**config.mk**
```make
export PLATFORM = sky130hd
export DESIGN_NAME = sorted_drain_buffer
export DESIGN_NICKNAME = d
export VERILOG_FILES = /design/src/rtl/sort_pkg.sv /design/src/rtl/sort_cell.sv /design/src/rtl/sorted_drain_buffer.sv
export SDC_FILE = /design/constraint.sdc
export NUM_CORES = 1
export LEC_CHECK = 0
export ABC_AREA = 1
export BUFFER_PORTS_ARGS = -buffer_cell sky130_fd_sc_hd__clkbuf_2
export CELL_PAD_IN_SITES_DETAIL_PLACEMENT = 1
export CELL_PAD_IN_SITES_GLOBAL_PLACEMENT = 1
export CORE_MARGIN = 5
export CORE_UTILIZATION = 40
export DETAILED_ROUTE_END_ITERATION = 7
export PLACE_DENSITY = 0.76
export SYNTH_ARGS = -nofsm -noshare
export SYNTH_HDL_FRONTEND = slang
export SYNTH_HIERARCHICAL = 1
export SYNTH_SLANG_ARGS = --single-unit
export TNS_END_PERCENT = 1
```
**constraint.sdc**
```tcl
create_clock -name clk -period 4.95 [get_ports clk]
set_input_delay 0.7425 -clock clk [delete_from_list [all_inputs] [get_ports clk]]
set_output_delay 0.7425 -clock clk [all_outputs]
set_load 0.02 [all_outputs]
```
**src/rtl/sort_pkg.sv**
```systemverilog
// Shared defaults and types for the sorted drain buffer.
package sort_pkg;
    localparam int DATA_W_DEF = 7;
    localparam int DEPTH_DEF  = 15;

    typedef logic [DATA_W_DEF-1:0] data_t;

    typedef enum logic {
        FILL  = 1'b0,
        DRAIN = 1'b1
    } state_t;
endpackage

```
**src/rtl/sort_cell.sv**
```systemverilog
// One slot of the insertion-sort array: holds a value, shifts up on insert
// (when the slot to its left is already greater than the new value) or down on pop.
module sort_cell #(
    parameter int DATA_W = sort_pkg::DATA_W_DEF
) (
    input  logic              clk,
    input  logic              rst_n,
    input  logic              ins_en,
    input  logic              shd_en,
    input  logic              occupied,
    input  logic [DATA_W-1:0] left_val,
    input  logic [DATA_W-1:0] right_val,
    input  logic [DATA_W-1:0] new_val,
    input  logic              left_gt,
    output logic [DATA_W-1:0] val,
    output logic              gt
);
    logic [DATA_W-1:0] val_reg;

    // An empty slot behaves as +infinity, so the first empty slot claims the
    // new value when no occupied slot is greater; equal values stay behind.
    assign gt  = !occupied || (val_reg > new_val);
    assign val = val_reg;

    always_ff @(posedge clk or negedge rst_n) begin
        if (!rst_n) begin
            val_reg <= '0;
        end else if (ins_en) begin
            if (left_gt) begin
                val_reg <= left_val;
            end else if (gt) begin
                val_reg <= new_val;
            end
        end else if (shd_en) begin
            val_reg <= right_val;
        end
    end
endmodule

```
**src/rtl/sorted_drain_buffer.sv**
```systemverilog
// Collects a batch of values kept in ascending order on arrival, then drains
// them smallest-first on a valid/ready stream.
module sorted_drain_buffer
    import sort_pkg::*;
#(
    parameter int DATA_W = sort_pkg::DATA_W_DEF,
    parameter int DEPTH  = sort_pkg::DEPTH_DEF,
    localparam int CNT_W = $clog2(DEPTH + 1)
) (
    input  logic              clk,
    input  logic              rst_n,
    input  logic              in_valid,
    output logic              in_ready,
    input  logic [DATA_W-1:0] in_data,
    input  logic              in_last,
    output logic              out_valid,
    input  logic              out_ready,
    output logic [DATA_W-1:0] out_data,
    output logic              out_last,
    output logic [CNT_W-1:0]  count
);
    state_t            state_reg, state_next;
    logic [CNT_W-1:0]  count_reg, count_next;
    logic [DATA_W-1:0] slot_val [DEPTH];
    logic              slot_gt  [DEPTH];
    logic              accept;
    logic              pop;

    assign in_ready  = (state_reg == FILL) && (count_reg < CNT_W'(DEPTH));
    assign out_valid = (state_reg == DRAIN);
    assign out_data  = out_valid ? slot_val[0] : '0;
    assign out_last  = out_valid && (count_reg == CNT_W'(1));
    assign count     = count_reg;

    assign accept = in_valid && in_ready;
    assign pop    = out_valid && out_ready;

    generate
        for (genvar gi = 0; gi < DEPTH; gi++) begin : g_cell
            logic [DATA_W-1:0] left_val;
            logic [DATA_W-1:0] right_val;
            logic              left_gt;

            if (gi == 0) begin : g_first
                assign left_val = '0;
                assign left_gt  = 1'b0;
            end else begin : g_mid
                assign left_val = slot_val[gi-1];
                assign left_gt  = slot_gt[gi-1];
            end

            // The top slot refills with zero on pop so unused slots stay clear.
            if (gi == DEPTH - 1) begin : g_last
                assign right_val = '0;
            end else begin : g_inner
                assign right_val = slot_val[gi+1];
            end

            sort_cell #(
                .DATA_W (DATA_W)
            ) u_cell (
                .clk       (clk),
                .rst_n     (rst_n),
                .ins_en    (accept),
                .shd_en    (pop),
                .occupied  (CNT_W'(gi) < count_reg),
                .left_val  (left_val),
                .right_val (right_val),
                .new_val   (in_data),
                .left_gt   (left_gt),
                .val       (slot_val[gi]),
                .gt        (slot_gt[gi])
            );
        end
    endgenerate

    always_ff @(posedge clk or negedge rst_n) begin
        if (!rst_n) begin
            state_reg <= FILL;
            count_reg <= '0;
        end else begin
            state_reg <= state_next;
            count_reg <= count_next;
        end
    end

    always_comb begin
        state_next = state_reg;
        count_next = count_reg;
        case (state_reg)
            FILL: begin
                if (accept) begin
                    count_next = count_reg + CNT_W'(1);
                    if (in_last || (count_reg == CNT_W'(DEPTH - 1))) begin
                        state_next = DRAIN;
                    end
                end
            end
            DRAIN: begin
                if (pop) begin
                    count_next = count_reg - CNT_W'(1);
                    if (count_reg == CNT_W'(1)) begin
                        state_next = FILL;
                    end
                end
            end
            default: begin
                state_next = FILL;
                count_next = '0;
            end
        endcase
    end
endmodule

```
==> results.sh <==
export IMPL_status="finished clean"
export IMPL_finalWeightedCongestion=0.843
export IMPL_cp_start_kind="input port"
export IMPL_vias=10200
export IMPL_die_h_um=171
export IMPL_arrival_ns=3.36
export IMPL_cts_hold_buf=0
export IMPL_grt_pass1_wl_mm=55.8
export IMPL_drt_iter0_drc=599
export IMPL_io_buffers=25
export IMPL_ios=26
export IMPL_slew_viol_final=0
export IMPL_rows=59
export IMPL_rrSetupSlack_ns=2.04
export IMPL_period_share_pct=61.8
export IMPL_cts_root_buf="clkbuf_16"
export IMPL_r2r_start="out_valid"
export IMPL_design_area_sq_um=11200
export IMPL_place_area_sq_um=11000
export IMPL_clk_latency_ns=0.36
export IMPL_antenna_found_initial=0
export IMPL_power_density_nw_per_um2=525
export IMPL_area_growth_pct=7.87
export IMPL_period_minus_slack_ns=3.06
export IMPL_final_hold_violation_count=0
export IMPL_r2r_end="g_cell[7].u_cell/val[0]"
export IMPL_final_setup_tns_ns=0
export IMPL_cts_tree="done"
export IMPL_holdCritPathClass="input port to asynchronous set/reset pin"
export IMPL_mostFrequentLayoutCells="nand2_1 (477), o21ai_0 (216), inv_1 (180)"
export IMPL_grt_max_degree=83
export IMPL_firstDrtPassIters=5
export IMPL_worst_slew_pin_slew_ns=1.02
export IMPL_largest_register_ffs=105
export IMPL_cts_repair_resized=0
export IMPL_cts_sinks=110
export IMPL_ys_warn_count=6
export IMPL_rsz0062_at_grt="no"
export IMPL_cts_setup_buffers=0
export IMPL_vias_per_cell=5.32
export IMPL_cp_end_kind="flop"
export IMPL_cts_clk_slew_worst_paths_ns=0.07
export IMPL_startpoint="in_data[2]"
export IMPL_critPathKind="input port to flop"
export IMPL_core_area_sq_um=25800
export IMPL_drive_gt1_share_pct=12.7
export IMPL_dpl_hpwl_mm=24.5
export IMPL_ant_nets=0
export IMPL_final_common_cell="nand2_1"
export IMPL_cts_htree_levels=3
export IMPL_vdd_ir_drop_max_mv=0.204
export IMPL_grt_overflow=0
export IMPL_critPathCapture="g_cell[11].u_cell/val[3]"
export IMPL_clockBufferDepth=2
export IMPL_start_util_pct=40.4
export IMPL_die_area_sq_um=29400
export IMPL_required_ns=5.25
export IMPL_avgSynthCellArea_sq_um=6.77
export IMPL_cts_buffers=9
export IMPL_fmax_mhz=327
export IMPL_grt_pass1_vias=10400
export IMPL_clock_skew_ns=0.00847
export IMPL_grt_total_usage_pct=23.8
export IMPL_setup_violations=0
export IMPL_wl_mm=34.2
export IMPL_reg2reg_depth=8
export IMPL_synth_cells=1541
export IMPL_netlist_area_sq_um=10400
export IMPL_die_w_um=171
export IMPL_fill_cells=3485
export IMPL_wl_per_cell_um=17.7
export IMPL_path_max_fanout=30
export IMPL_leakage_nw=6.09
export IMPL_post_route_drc_count=0
export IMPL_final_nets=1710
export IMPL_timing_max_cap_violations=0
export IMPL_diodes=0
export IMPL_max_slew_margin_pct=32.1
critical path, cell delays in order:
cell      delay, ns
clkbuf_2       0.71
inv_1          0.13
ha_1           0.38
a21oi_1        0.14
nand2_1        0.06
nand2_1        0.05
nand2_1        0.05
nand2_2        0.09
nand2_1        0.18
inv_1          0.27
nor2_1         0.06
o21ai_0        0.26
nand3_1        0.11
nand2_1        0.08
through the flow:
stage	hold WS, ns	total power [mW]	utilization [%]	setup slack [ns]	std cells
after global placement	0.523	5.05	42.5	1.66	1912
after floorplan	0.447	4.21	-	1.59	1563
after detailed placement	0.529	5.20	42.5	1.53	1912
final	0.548	5.91	43.5	1.89	1925
after global routing	0.571	6.50	43.5	1.67	1925
after CTS	0.548	5.94	43.5	1.92	1925
metal layers:
layer	vias up	routed length [um]	track usage, %
met5	-	0	0
met4	0	383	4.65
met3	24	1130	2.18
met2	168	16700	41.6
met1	5022	16000	32.4
li1	5023	-	-
power by group:
| group | switching (mW) | internal (mW) |
|---|---|---|
| clock | 0.349 | 0.362 |
| combinational | 2.32 | 1.12 |
| sequential | 0.533 | 1.22 |
worst min-delay path by stage:
| stage | from | end | slack [ns] | cells past startpoint |
|---|---|---|---|---|
| 6_report | rst_n | g_cell[4].u_cell/val[4] | 0.55 | 1 |
| 5_1_grt | g_cell[14].u_cell/val[0] | g_cell[14].u_cell/val[0] | 0.57 | 2 |
| 4_1_cts | g_cell[14].u_cell/val[0] | g_cell[14].u_cell/val[0] | 0.55 | 2 |
| 3_5_place_dp | g_cell[14].u_cell/val[0] | g_cell[14].u_cell/val[0] | 0.53 | 2 |
| 3_3_place_gp | g_cell[14].u_cell/val[4] | g_cell[14].u_cell/val[4] | 0.52 | 2 |
| 2_1_floorplan | rst_n | count[0] | 0.45 | 0 |
cell type report:
type,instances,area (sq um),share of cell area (%)
tap,335,419,3.73
clock buffer,12,256,2.28
inverter,215,808,7.19
multi-input combinational,1221,6820,60.6
sequential,110,2750,24.5
clock inverter,1,7.51,0.0667
timing repair buffer,31,185,1.65
(Power assumes the default switching activity.)
